--- src/rtl/hazard_ctrl.sv ---
// Read-after-write hazard scoreboard and pipeline hold/bubble control for a core without forwarding.
// Optional hazard-stall counter is enabled by defining HAZARD_STALL_CNT_EN.
module hazard_ctrl #(
  parameter int PIPE_DEPTH     = 3,
  parameter int REGFILE_BYPASS = 0,
  parameter int STALL_CNT_W    = 32
) (
  input  logic                   clk,
  input  logic                   rst,
  input  logic                   id_reg1_read_i,
  input  logic [4:0]             id_reg1_addr_i,
  input  logic                   id_reg2_read_i,
  input  logic [4:0]             id_reg2_addr_i,
  input  logic                   id_wreg_i,
  input  logic [4:0]             id_wd_i,
  input  logic                   fetch_stall_i,
  output logic                   pc_hold_o,
  output logic                   ifid_hold_o,
  output logic                   ifid_bubble_o,
  output logic                   idex_bubble_o,
  output logic [PIPE_DEPTH-1:0]  pending_o,
  output logic [STALL_CNT_W-1:0] stall_cnt_o
);

  // With regfile bypass the write-cycle slot is already visible to the reader.
  localparam int CMP_SLOTS = PIPE_DEPTH - REGFILE_BYPASS;

  logic [PIPE_DEPTH-1:0] r_valid;
  logic [4:0]            r_addr [PIPE_DEPTH];
  logic [PIPE_DEPTH-1:0] w_match;
  logic                  w_hazard;
  logic                  w_issue;

  always_comb begin
    w_match = '0;
    for (int i = 0; i < CMP_SLOTS; i++) begin
      w_match[i] = r_valid[i] && (r_addr[i] != 5'd0) &&
                   ((id_reg1_read_i && (r_addr[i] == id_reg1_addr_i)) ||
                    (id_reg2_read_i && (r_addr[i] == id_reg2_addr_i)));
    end
  end

  assign w_hazard = |w_match;
  assign w_issue  = !w_hazard && id_wreg_i && (id_wd_i != 5'd0);

  // The shift never stalls, so every hazard clears within CMP_SLOTS cycles.
  always_ff @(posedge clk or negedge rst) begin
    if (!rst) begin
      r_valid <= '0;
      for (int i = 0; i < PIPE_DEPTH; i++) begin
        r_addr[i] <= 5'd0;
      end
    end else begin
      r_valid[0] <= w_issue;
      r_addr[0]  <= id_wd_i;
      for (int i = 1; i < PIPE_DEPTH; i++) begin
        r_valid[i] <= r_valid[i-1];
        r_addr[i]  <= r_addr[i-1];
      end
    end
  end

  // Gated by rst so fetch_stall_i cannot leak through while reset is held.
  assign pc_hold_o     = rst && (w_hazard || fetch_stall_i);
  assign ifid_hold_o   = rst && w_hazard;
  assign ifid_bubble_o = rst && !w_hazard && fetch_stall_i;
  assign idex_bubble_o = rst && w_hazard;
  assign pending_o     = r_valid;

`ifdef HAZARD_STALL_CNT_EN
  logic [STALL_CNT_W-1:0] r_stall_cnt;

  always_ff @(posedge clk or negedge rst) begin
    if (!rst) begin
      r_stall_cnt <= '0;
    end else if (w_hazard && (r_stall_cnt != {STALL_CNT_W{1'b1}})) begin
      r_stall_cnt <= r_stall_cnt + STALL_CNT_W'(1);
    end
  end

  assign stall_cnt_o = r_stall_cnt;
`else
  assign stall_cnt_o = '0;
`endif

endmodule
--- config.mk ---
export PLATFORM = sky130hd
export DESIGN_NAME = hazard_ctrl
export DESIGN_NICKNAME = d
export VERILOG_FILES = /design/src/rtl/hazard_ctrl.sv
export SDC_FILE = /design/constraint.sdc
export NUM_CORES = 1
export LEC_CHECK = 0
export BUFFER_PORTS_ARGS = -buffer_cell sky130_fd_sc_hd__buf_4
export CAP_MARGIN = 20
export CORE_MARGIN = 5
export CORE_UTILIZATION = 48
export CTS_CLUSTER_DIAMETER = 80
export DETAILED_ROUTE_END_ITERATION = 12
export GPL_TIMING_DRIVEN = 0
export MAX_ROUTING_LAYER = met4
export PLACE_DENSITY = 0.85
export RECOVER_POWER = 25
export SLEW_MARGIN = 20
export SYNTH_ARGS = -nofsm -noshare
export SYNTH_HDL_FRONTEND = slang
export SYNTH_SLANG_ARGS = --single-unit
--- constraint.sdc ---
create_clock -name clk -period 2.6 [get_ports clk]
set_input_delay 0.13 -clock clk [delete_from_list [all_inputs] [get_ports clk]]
set_output_delay 0.13 -clock clk [all_outputs]
set_load 0.1 [all_outputs]
==> results of run 1 <==
-- path summary, 6_finish.rpt --
kind	start	endpoint	slack [ps]	depth (start not counted)
min reg2reg	pending_o[1]	pending_o[2]	400	0
max	r_addr[6]	ifid_hold_o	100	7
min in group asynchronous	rst	r_addr[12]	540	2
min	id_wreg_i	pending_o[0]	70	2
max reg2reg	r_addr[6]	pending_o[0]	700	5
max in group asynchronous	rst	r_addr[14]	1440	2
-- metrics by stage --
| step | std cells | total power [mW] | util |
|---|---|---|---|
| finish | 211 | 0.869 | 0.732 |
| global route | 211 | 0.899 | 0.732 |
| detailed placement | 196 | 0.721 | 0.671 |
| floorplan | 141 | 0.659 | - |
| global placement | 196 | 0.717 | 0.671 |
| CTS | 207 | 0.861 | 0.715 |
-- repair_timing --
action	4_1_cts	5_1_grt
hold endpoints to repair	23	0
setup buffers	2	4
pin swaps	1	0
endpoints found under the setup margin	4	3
hold buffers	6	0
resized for setup	0	3
-- sequential cells by signal, indices dropped and copies added (netlist names) --
register   flops
r_addr        15
pending_o      3
-- routing by layer --
metal  global-route usage  routed length [um]
met1                0.156                 892
met3               0.0526                 356
met4               0.0647                  82
met2                0.244                1200
met5                    -                   0
-- kinds of logic after synthesis --
logic type / share of synthesized area
buf+inv: 0.221
xor+xnor: 0.231
flops: 0.396
simple gates: 0.0890
compound gates: 0.0604
other cells: 0.00329
-- cell usage after synthesis --
cell	instances
o21a_1	3
or4_1	3
dfrtp_1	18
inv_1	1
a21boi_0	1
nand4_1	6
or3_1	1
xnor2_1	30
o22ai_1	3
o311a_1	1
and3_1	1
a222oi_1	1
nand2_1	6
nor2b_1	1
buf_4	33
conb_1	1
-- power by group --
group	switching, mW	leakage, nW	internal [mW]	total (mW)
Clock	0.0796	0.0138	0.0539	0.133
Combinational	0.308	0.580	0.115	0.423
Sequential	0.0172	0.210	0.295	0.313
-- area by class of cell --
class / count / share of cell area
plain buffers: 33 / 0.151
clock buffers: 3 / 0.0138
inverters: 1 / 0.00230
multi-input cells: 89 / 0.342
flip-flops and latches: 18 / 0.275
well taps: 28 / 0.0214
repair buffers: 39 / 0.194
-- cell usage in the layout (no fill, tap or decap) --
master         count
buf_4             64
conb_1            32
xnor2_1           30
dfrtp_1           18
nand4_1            6
nand2_1            6
dlygate4sd3_1      6
or4_1              3
o21a_1             3
o22ai_1            3
clkbuf_4           3
or3_1              1
a222oi_1           1
o311a_1            1
inv_1              1
a21boi_2           1
nor2b_2            1
and3_1             1
clkbuf_1           1
buf_12             1
==> metrics.md, run 1 <==
| Metric | Value |
|---|---|
| Status | `finished, final reports clean` |
| Die area | `0.00345 mm2` |
| Final RePlAce weighted congestion | `0.934` |
| Core area | `0.00223 mm2` |
| Initial DRC Count | `14` |
| Least-Margin Pin Slew | `1040 ps` |
| Grt total ovfl | `0` |
| Root Buffer | `clkbuf_4` |
| Register area | `450 um2` |
| Global-route wire length before repair | `3740 um` |
| Via count of the first global-routing pass | `846` |
| Setup ws final | `95.7 ps` |
| Vias per cell | `4.32` |
| Largest net degree at the start of global routing | `22` |
| Antenna cells | `0` |
| Placement Setup Slack | `101 ps` |
| Leading area contributor after synthesis | `dfrtp_1` |
| Top cells by area, synth | `dfrtp_1, xnor2_1, buf_4, nand4_1, nand2_1` |
| Critical path arrival | `2370 ps` |
| FF+latch count, synth | `18` |
| Nets | `206` |
| CTS tree | `done` |
| # DRC | `0` |
| Leakage | `0.804 nW` |
| Starting density of the core | `0.510` |
| CTS max path bufs | `2` |
| Mapped Area | `0.00114 mm2` |
| Crit-path max cell delay | `560 ps` |
| Critical path startpoint category | `flop` |
| Syn_area_per_cell | `10.4 um2` |
| Detail Placement HPWL | `1990 um` |
| I/O pin total | `60` |
| Post-layout minimum cycle time | `2500 ps` |
| Peak VDD IR | `0.000363 V` |
| Antenna violations before repair | `0` |
| Synthesis Warnings | `0` |
| Post-synthesis cell count | `110` |
| Port bufs | `27` |
| Layout area overhead | `43.6%` |
| Power density over the cells | `532 mW/mm2` |
| Die X | `58.7 um` |
| Cell mode on critical path | `buf_4` |
| Drt first pass iters | `4` |
| Crit. End Element | `output pin` |
| Fillers | `168` |
| Routed WL per cell | `12.0 um` |
| MaxCap Viol Count | `0` |
| Worst hold margin | `69.3 ps` |
| Slew Viols, Final | `0` |
| CP Cell Sequence | `or4_1, o21a_1, a222oi_1, buf_4, nor2b_2, buf_4, buf_4` |
| Share of Yosys cell area claimed by the top area cell type | `0.396` |
| Die height | `58.7 um` |
| Antenna Nets Post-Route | `0` |
| Final setup TNS | `0 ps` |
| Final Setup Violations | `0` |
| DR vias | `911` |
| Clk_lat worst skew | `290 ps` |
| TritonCTS Buffers | `3` |
| Crit share post-route | `0.963` |
| # rows | `17` |
| Reg clk slew, reported paths | `90 ps` |
| Htree depth | `1` |
| Part of the Yosys area used for sequential elements | `0.396` |
| Hold Fails Final Rpt | `0` |
| Crit path required time | `2470 ps` |
| Final Instance Area | `0.00164 mm2` |
| Final WL | `2530 um` |
| Post-synth cell types | `16` |
| Slew margin rel. | `0.307` |
| Critical path's top delay family | `simple AND/OR/NAND/NOR gates` |
| Fmax | `399 MHz` |
| Hold Path Class | `in2reg` |
| Clock Sinks | `18` |
| Gr usage total | `0.147` |
| Worst Setup Path Type | `reg2out` |
| Layout Skew | `2.30 ps` |
| CP bufs+invs | `3` |
| Area of placed instances | `0.00150 mm2` |
| Share of cells above drive strength 1 | `0.383` |
| Slowest-stage cell, CP | `or4_1` |
| CP max FO | `4` |
| Area taken by multi-input logic gates | `559 um2` |
Power figures use the tool's default switching activity.
==> run 2, diff against run 1 <==
--- a/config.mk
+++ b/config.mk
@@ -8,13 +8,14 @@
 export BUFFER_PORTS_ARGS = -buffer_cell sky130_fd_sc_hd__buf_4
 export CAP_MARGIN = 20
 export CORE_MARGIN = 5
-export CORE_UTILIZATION = 48
+export CORE_UTILIZATION = 40
 export CTS_CLUSTER_DIAMETER = 80
 export DETAILED_ROUTE_END_ITERATION = 12
 export GPL_TIMING_DRIVEN = 0
 export MAX_ROUTING_LAYER = met4
-export PLACE_DENSITY = 0.85
+export PLACE_DENSITY = 0.74
 export RECOVER_POWER = 25
+export REMOVE_ABC_BUFFERS = 1
 export SLEW_MARGIN = 20
 export SYNTH_ARGS = -nofsm -noshare
 export SYNTH_HDL_FRONTEND = slang
==> constraint.sdc (replaced) <==
create_clock -name clk -period 2.05 [get_ports clk]
set_input_delay 0.1025 -clock clk [delete_from_list [all_inputs] [get_ports clk]]
set_output_delay 0.1025 -clock clk [all_outputs]
set_load 0.1 [all_outputs]
==> metrics.md, run 2 (synthesis results as in run 1) <==
| Metric | Value |
|---|---|
| Status | `finished with violations` |
| Failing checks | `setup timing` |
| Slew Viols, Final | `0 (unchanged)` |
| # rows | `19 (+2)` |
| Htree depth | `1 (unchanged)` |
| CTS max path bufs | `2 (unchanged)` |
| Commonest non-fill, non-tap cells in the layout | `conb_1, xnor2_1, buf_4, dfrtp_1` |
| Largest net degree at the start of global routing | `22 (unchanged)` |
| Power density over the cells | `772 mW/mm2 (+45%)` |
| Share of cells above drive strength 1 | `0.265 (-0.118)` |
| Grt total ovfl | `0 (unchanged)` |
| Root Buffer | `clkbuf_4` |
| Top reg by flops | `r_addr` |
| Final setup TNS | `-1040 ps (-1040 ps)` |
| RSZ-0062 raised after global routing | `true` |
| Global-route wire length before repair | `3850 um (+3.0%)` |
| Crit. End Element | `output pin` |
| Gr usage total | `0.124 (-0.0231)` |
| Hold Fails Final Rpt | `0 (unchanged)` |
| Initial DRC Count | `26 (+12)` |
| Drt first pass iters | `4 (unchanged)` |
| Final Setup Violations | `4 (+4)` |
| Fmax | `422 MHz` |
| Via count of the first global-routing pass | `825 (-2.5%)` |
| Largest register FFs | `15 (unchanged)` |
| Critical path arrival | `2270 ps (-100 ps)` |
| # DRC | `0 (unchanged)` |
| Peak VDD IR | `0.000506 V (+39%)` |
| Crit path required time | `1950 ps (-520 ps)` |
| Layout area overhead | `25.3%` |
| Layout Skew | `4.63 ps (+2.34 ps)` |
| Die area | `0.00401 mm2 (+16%)` |
| Nets | `173 (-16%)` |
| Crit share post-route | `1.16` |
| Power consumption | `1.10 mW (+27%)` |
| CP max FO | `4 (unchanged)` |
| Starting density of the core | `0.416 (-0.0933)` |
| Critical path startpoint category | `flop` |
| DR vias | `826 (-9.3%)` |
| Worst Setup Path Type | `reg2out` |
| Fillers | `238 (+42%)` |
| Antenna Nets Post-Route | `0 (unchanged)` |
| Clk_lat worst skew | `290 ps (about the same)` |
| Final WL | `2450 um (-3.1%)` |
| Clock Sinks | `18 (unchanged)` |
| Reg-to-reg slack, setup | `220 ps (-480 ps)` |
| CTS tree | `done` |
| Commonest non-fill, non-tap cell in the layout | `conb_1` |
| I/O pin total | `60 (unchanged)` |
| Die X | `63.4 um (+7.9%)` |
| Hold Path Class | `in2reg` |
| Die height | `63.4 um (+7.9%)` |
| Port bufs | `27 (unchanged)` |
| Setup ws final | `-322 ps (-417 ps)` |
| Reg clk slew, reported paths | `100 ps (about the same)` |
| Final RePlAce weighted congestion | `0.794 (-15%)` |
| MaxCap Viol Count | `0 (unchanged)` |
| Antenna violations before repair | `0 (unchanged)` |
| Antenna cells | `0 (unchanged)` |
| Leakage | `0.637 nW (-21%)` |
| Core area | `0.00273 mm2 (+22%)` |
| Post-layout minimum cycle time | `2370 ps` |
| Detail Placement HPWL | `1890 um (-4.8%)` |
| TritonCTS Buffers | `3 (unchanged)` |
| Vias per cell | `4.54 (+5.1%)` |
| Routed WL per cell | `13.5 um (+12%)` |
run 2: changes by cell type in the layout (fill, tap and decap cells not counted), sizes merged:
cell / change
clkbuf: +1
buf: -33
run 2: layout make-up:
class | instances | area (um2) | share of cell area
clock buffer | 4 | 36.3 | 0.0254
inverter | 1 | 3.75 | 0.00263
multi-input combinational | 89 | 562 | 0.394
sequential | 18 | 452 | 0.317
tap | 31 | 38.8 | 0.0272
timing repair buffer | 39 | 334 | 0.234
run 2: critical path, stage by stage, from the launching register on:
cell	delay (ps)
dfrtp_1	410
or4_4	520
o21a_1	180
a222oi_1	320
buf_4	200
and3_4	190
buf_12	170
run 2: path summary, 6_finish.rpt:
path | end | from | cells after the start
setup / recovery | ifid_bubble_o | r_addr[1] | 6
max in group asynchronous | r_addr[8] | rst | 2
hold / removal | pending_o[0] | id_wreg_i | 2
min in group asynchronous | r_addr[11] | rst | 2
hold reg to reg | pending_o[2] | pending_o[1] | 0
setup reg to reg | pending_o[0] | r_addr[1] | 5
run 2: layer usage:
metal / track usage / share of wire / wire, um
met5: - / 0 / 0
met4: 0.0312 / 0 / 0
met2: 0.220 / 0.53 / 1300
met3: 0.0284 / 0.12 / 292
met1: 0.139 / 0.35 / 865
run 2: metrics by stage:
step	hold slack, ps	instances	worst slack, ps	cell area, um2	utilization
after detailed placement	-11.6	166	-265	1250	0.457
final	40.5	182	-322	1430	0.522
after global routing	25.2	182	-403	1430	0.522
after CTS	29.5	182	-306	1420	0.519
after floorplan	-193	108	-1920	1010	-
after global placement	-15.5	166	-223	1250	0.457
run 2: report_power, final:
part	internal [mW]	total (mW)	switching, mW
clock network	0.108	0.214	0.106
registers	0.375	0.396	0.0208
logic	0.108	0.492	0.384
run 2: repair_timing:
| item | in CTS | in global routing |
|---|---|---|
| resized for setup | 7 | 3 |
| endpoints found under the setup margin | 4 | 4 |
| setup buffers | 6 | 0 |
| cloned | 0 | 0 |
| pin swaps | 3 | 1 |
| hold endpoints to repair | 23 | 0 |
| hold buffers | 6 | 0 |
==> run 3, diff against run 2 <==
--- a/config.mk
+++ b/config.mk
@@ -8,12 +8,13 @@
 export BUFFER_PORTS_ARGS = -buffer_cell sky130_fd_sc_hd__buf_4
 export CAP_MARGIN = 20
 export CORE_MARGIN = 5
-export CORE_UTILIZATION = 40
+export CORE_UTILIZATION = 46
+export CTS_BUF_LIST = sky130_fd_sc_hd__clkbuf_8
 export CTS_CLUSTER_DIAMETER = 80
 export DETAILED_ROUTE_END_ITERATION = 12
 export GPL_TIMING_DRIVEN = 0
 export MAX_ROUTING_LAYER = met4
-export PLACE_DENSITY = 0.74
+export PLACE_DENSITY = 0.8
 export RECOVER_POWER = 25
 export REMOVE_ABC_BUFFERS = 1
 export SLEW_MARGIN = 20
==> constraint.sdc (replaced) <==
create_clock -name clk -period 2.5 [get_ports clk]
set_input_delay 0.125 -clock clk [delete_from_list [all_inputs] [get_ports clk]]
set_output_delay 0.125 -clock clk [all_outputs]
set_load 0.1 [all_outputs]
==> metrics.md, run 3 (synthesis results as in run 1) <==
| Metric | Value |
|---|---|
| Core area | `0.00243 mm2 (-11%)` |
| Critical path arrival | `2310 ps (+40 ps)` |
| CTS tree | `done` |
| Grt total ovfl | `0 (unchanged)` |
| Top reg by flops | `r_addr` |
| Via count of the first global-routing pass | `804 (-2.5%)` |
| Gr usage total | `0.133 (+0.00985)` |
| CTS max path bufs | `2 (unchanged)` |
| Slew margin rel. | `0.301` |
| Worst Setup Path Type | `reg2out` |
| Nets | `169 (-2.3%)` |
| CP bufs+invs | `2 (unchanged)` |
| Internal power | `0.528 mW (-11%)` |
| Final WL | `2340 um (-4.6%)` |
| Crit share post-route | `0.974` |
| Post-layout minimum cycle time | `2440 ps` |
| DR vias | `795 (-3.8%)` |
| Slowest-stage cell, CP | `or4_1` |
| Clock Sinks | `18 (unchanged)` |
| Critical path startpoint category | `flop` |
| # rows | `18 (-1)` |
| Power density over the cells | `685 mW/mm2 (-11%)` |
| Root Buffer | `clkbuf_8` |
| Leakage | `0.618 nW (-3.0%)` |
| Crit. End Element | `output pin` |
| Commonest non-fill, non-tap cells in the layout | `conb_1, xnor2_1, buf_4, dfrtp_1` |
| Worst hold margin | `108 ps (+67.3 ps)` |
| Final Setup Violations | `0 (-4)` |
| Vias per cell | `4.49 (-1.0%)` |
| Power consumption | `0.949 mW (-14%)` |
| Commonest non-fill, non-tap cell in the layout | `conb_1` |
| RSZ-0062 raised after global routing | `false` |
| # DRC | `0 (unchanged)` |
| Crit path required time | `2380 ps (+430 ps)` |
| Setup ws final | `64.5 ps (+386 ps)` |
| TritonCTS Buffers | `3 (unchanged)` |
| Layout area overhead | `21.8%` |
| Reg clk slew, reported paths | `70 ps (-30 ps)` |
| Antenna Nets Post-Route | `0 (unchanged)` |
| Fmax | `411 MHz` |
| Antenna violations before repair | `0 (unchanged)` |
| Detail Placement HPWL | `1860 um (-1.7%)` |
| Largest net degree at the start of global routing | `22 (unchanged)` |
| Final RePlAce weighted congestion | `0.883 (+11%)` |
| Htree depth | `1 (unchanged)` |
| Antenna cells | `0 (unchanged)` |
| Clk network pwr share | `0.244 (+0.050)` |
| Die height | `59.8 um (-5.7%)` |
| Comb power frac | `0.412 (-0.035)` |
| Reg power frac | `0.344 (-0.015)` |
| MaxCap Viol Count | `0 (unchanged)` |
| Hold Fails Final Rpt | `0 (unchanged)` |
| Crit-path max cell delay | `550 ps (+30 ps)` |
| Starting density of the core | `0.468 (+0.0516)` |
| Clk_lat worst skew | `250 ps (-40 ps)` |
| Routed WL per cell | `13.2 um (-1.9%)` |
| Sw power | `0.422 mW (-17%)` |
| Fillers | `207 (-13%)` |
| Least-Margin Pin Slew | `1050 ps` |
| Register area | `450 um2 (-0.28%)` |
| Placement Setup Slack | `176 ps (+441 ps)` |
| Status | `finished, final reports clean` |
| Critical path's top delay family | `simple AND/OR/NAND/NOR gates` |
| Layout Skew | `2.92 ps (-1.72 ps)` |
| Slew Viols, Final | `0 (unchanged)` |
| Global-route wire length before repair | `3450 um (-10%)` |
| CP Cell Sequence | `or4_1, o21a_1, a222oi_1, buf_4, and3_1, buf_12` |
| Share of cells above drive strength 1 | `0.218 (-0.0472)` |
| Area taken by multi-input logic gates | `553 um2 (-1.6%)` |
| CP max FO | `4 (unchanged)` |
| Port bufs | `27 (unchanged)` |
| Hold Path Class | `in2reg` |
| Die area | `0.00357 mm2 (-11%)` |
| Peak VDD IR | `0.000372 V (-26%)` |
| Initial DRC Count | `16 (-38%)` |
| Die X | `59.8 um (-5.7%)` |
| Largest register FFs | `15 (unchanged)` |
| I/O pin total | `60 (unchanged)` |
| Drt first pass iters | `4 (unchanged)` |
| Sw frac | `0.444 (-0.0193)` |
run 3: power by group through the flow:
stage	combinational [mW]	clock, mW	sequential (mW)
floorplan	0.287	0	0.357
global placement	0.374	0	0.331
detailed placement	0.377	0	0.332
CTS	0.386	0.235	0.327
global route	0.407	0.248	0.329
finish	0.391	0.232	0.326
run 3: path summary, 6_finish.rpt:
check	start	to	slack (ps)	cells after the start
worst max register to register	r_addr[1]	pending_o[0]	530	6
worst min register to register	pending_o[0]	pending_o[1]	410	0
worst min-delay path	id_wreg_i	pending_o[0]	110	2
max in group asynchronous	rst	r_addr[13]	1290	2
worst max-delay path	r_addr[1]	ifid_bubble_o	60	6
min in group asynchronous	rst	r_addr[14]	580	2
run 3: final cells by class:
type | instances | area share
tap | 30 | 0.0271
clock buffer | 4 | 0.0397
inverter | 1 | 0.00271
sequential | 18 | 0.325
multi-input combinational | 89 | 0.399
timing repair buffer | 35 | 0.207
run 3: stage by stage:
step                      instance area [um2]   util  setup TNS (ps)  cells
after global routing                     1390  0.570               0    177
after CTS                                1370  0.563               0    176
after detailed placement                 1250  0.513               0    165
after global placement                   1250  0.513               0    165
after floorplan                          1010      -           -4060    108
final                                    1390  0.570               0    177
run 3: routing by layer:
metal,track usage,vias to the layer above,part of all wire
met5,-,-,0
met4,0.0475,0,0.015
met3,0.0216,6,0.13
li1,-,375,-
met2,0.227,57,0.50
met1,0.158,357,0.36
run 3: timing repair:
item,CTS,global route
cloned,0,0
hold buffers,6,0
hold endpoints to repair,23,0
buffers inserted,1,1
resized for setup,0,3
endpoints found under the setup margin,2,1
pin swaps,1,1
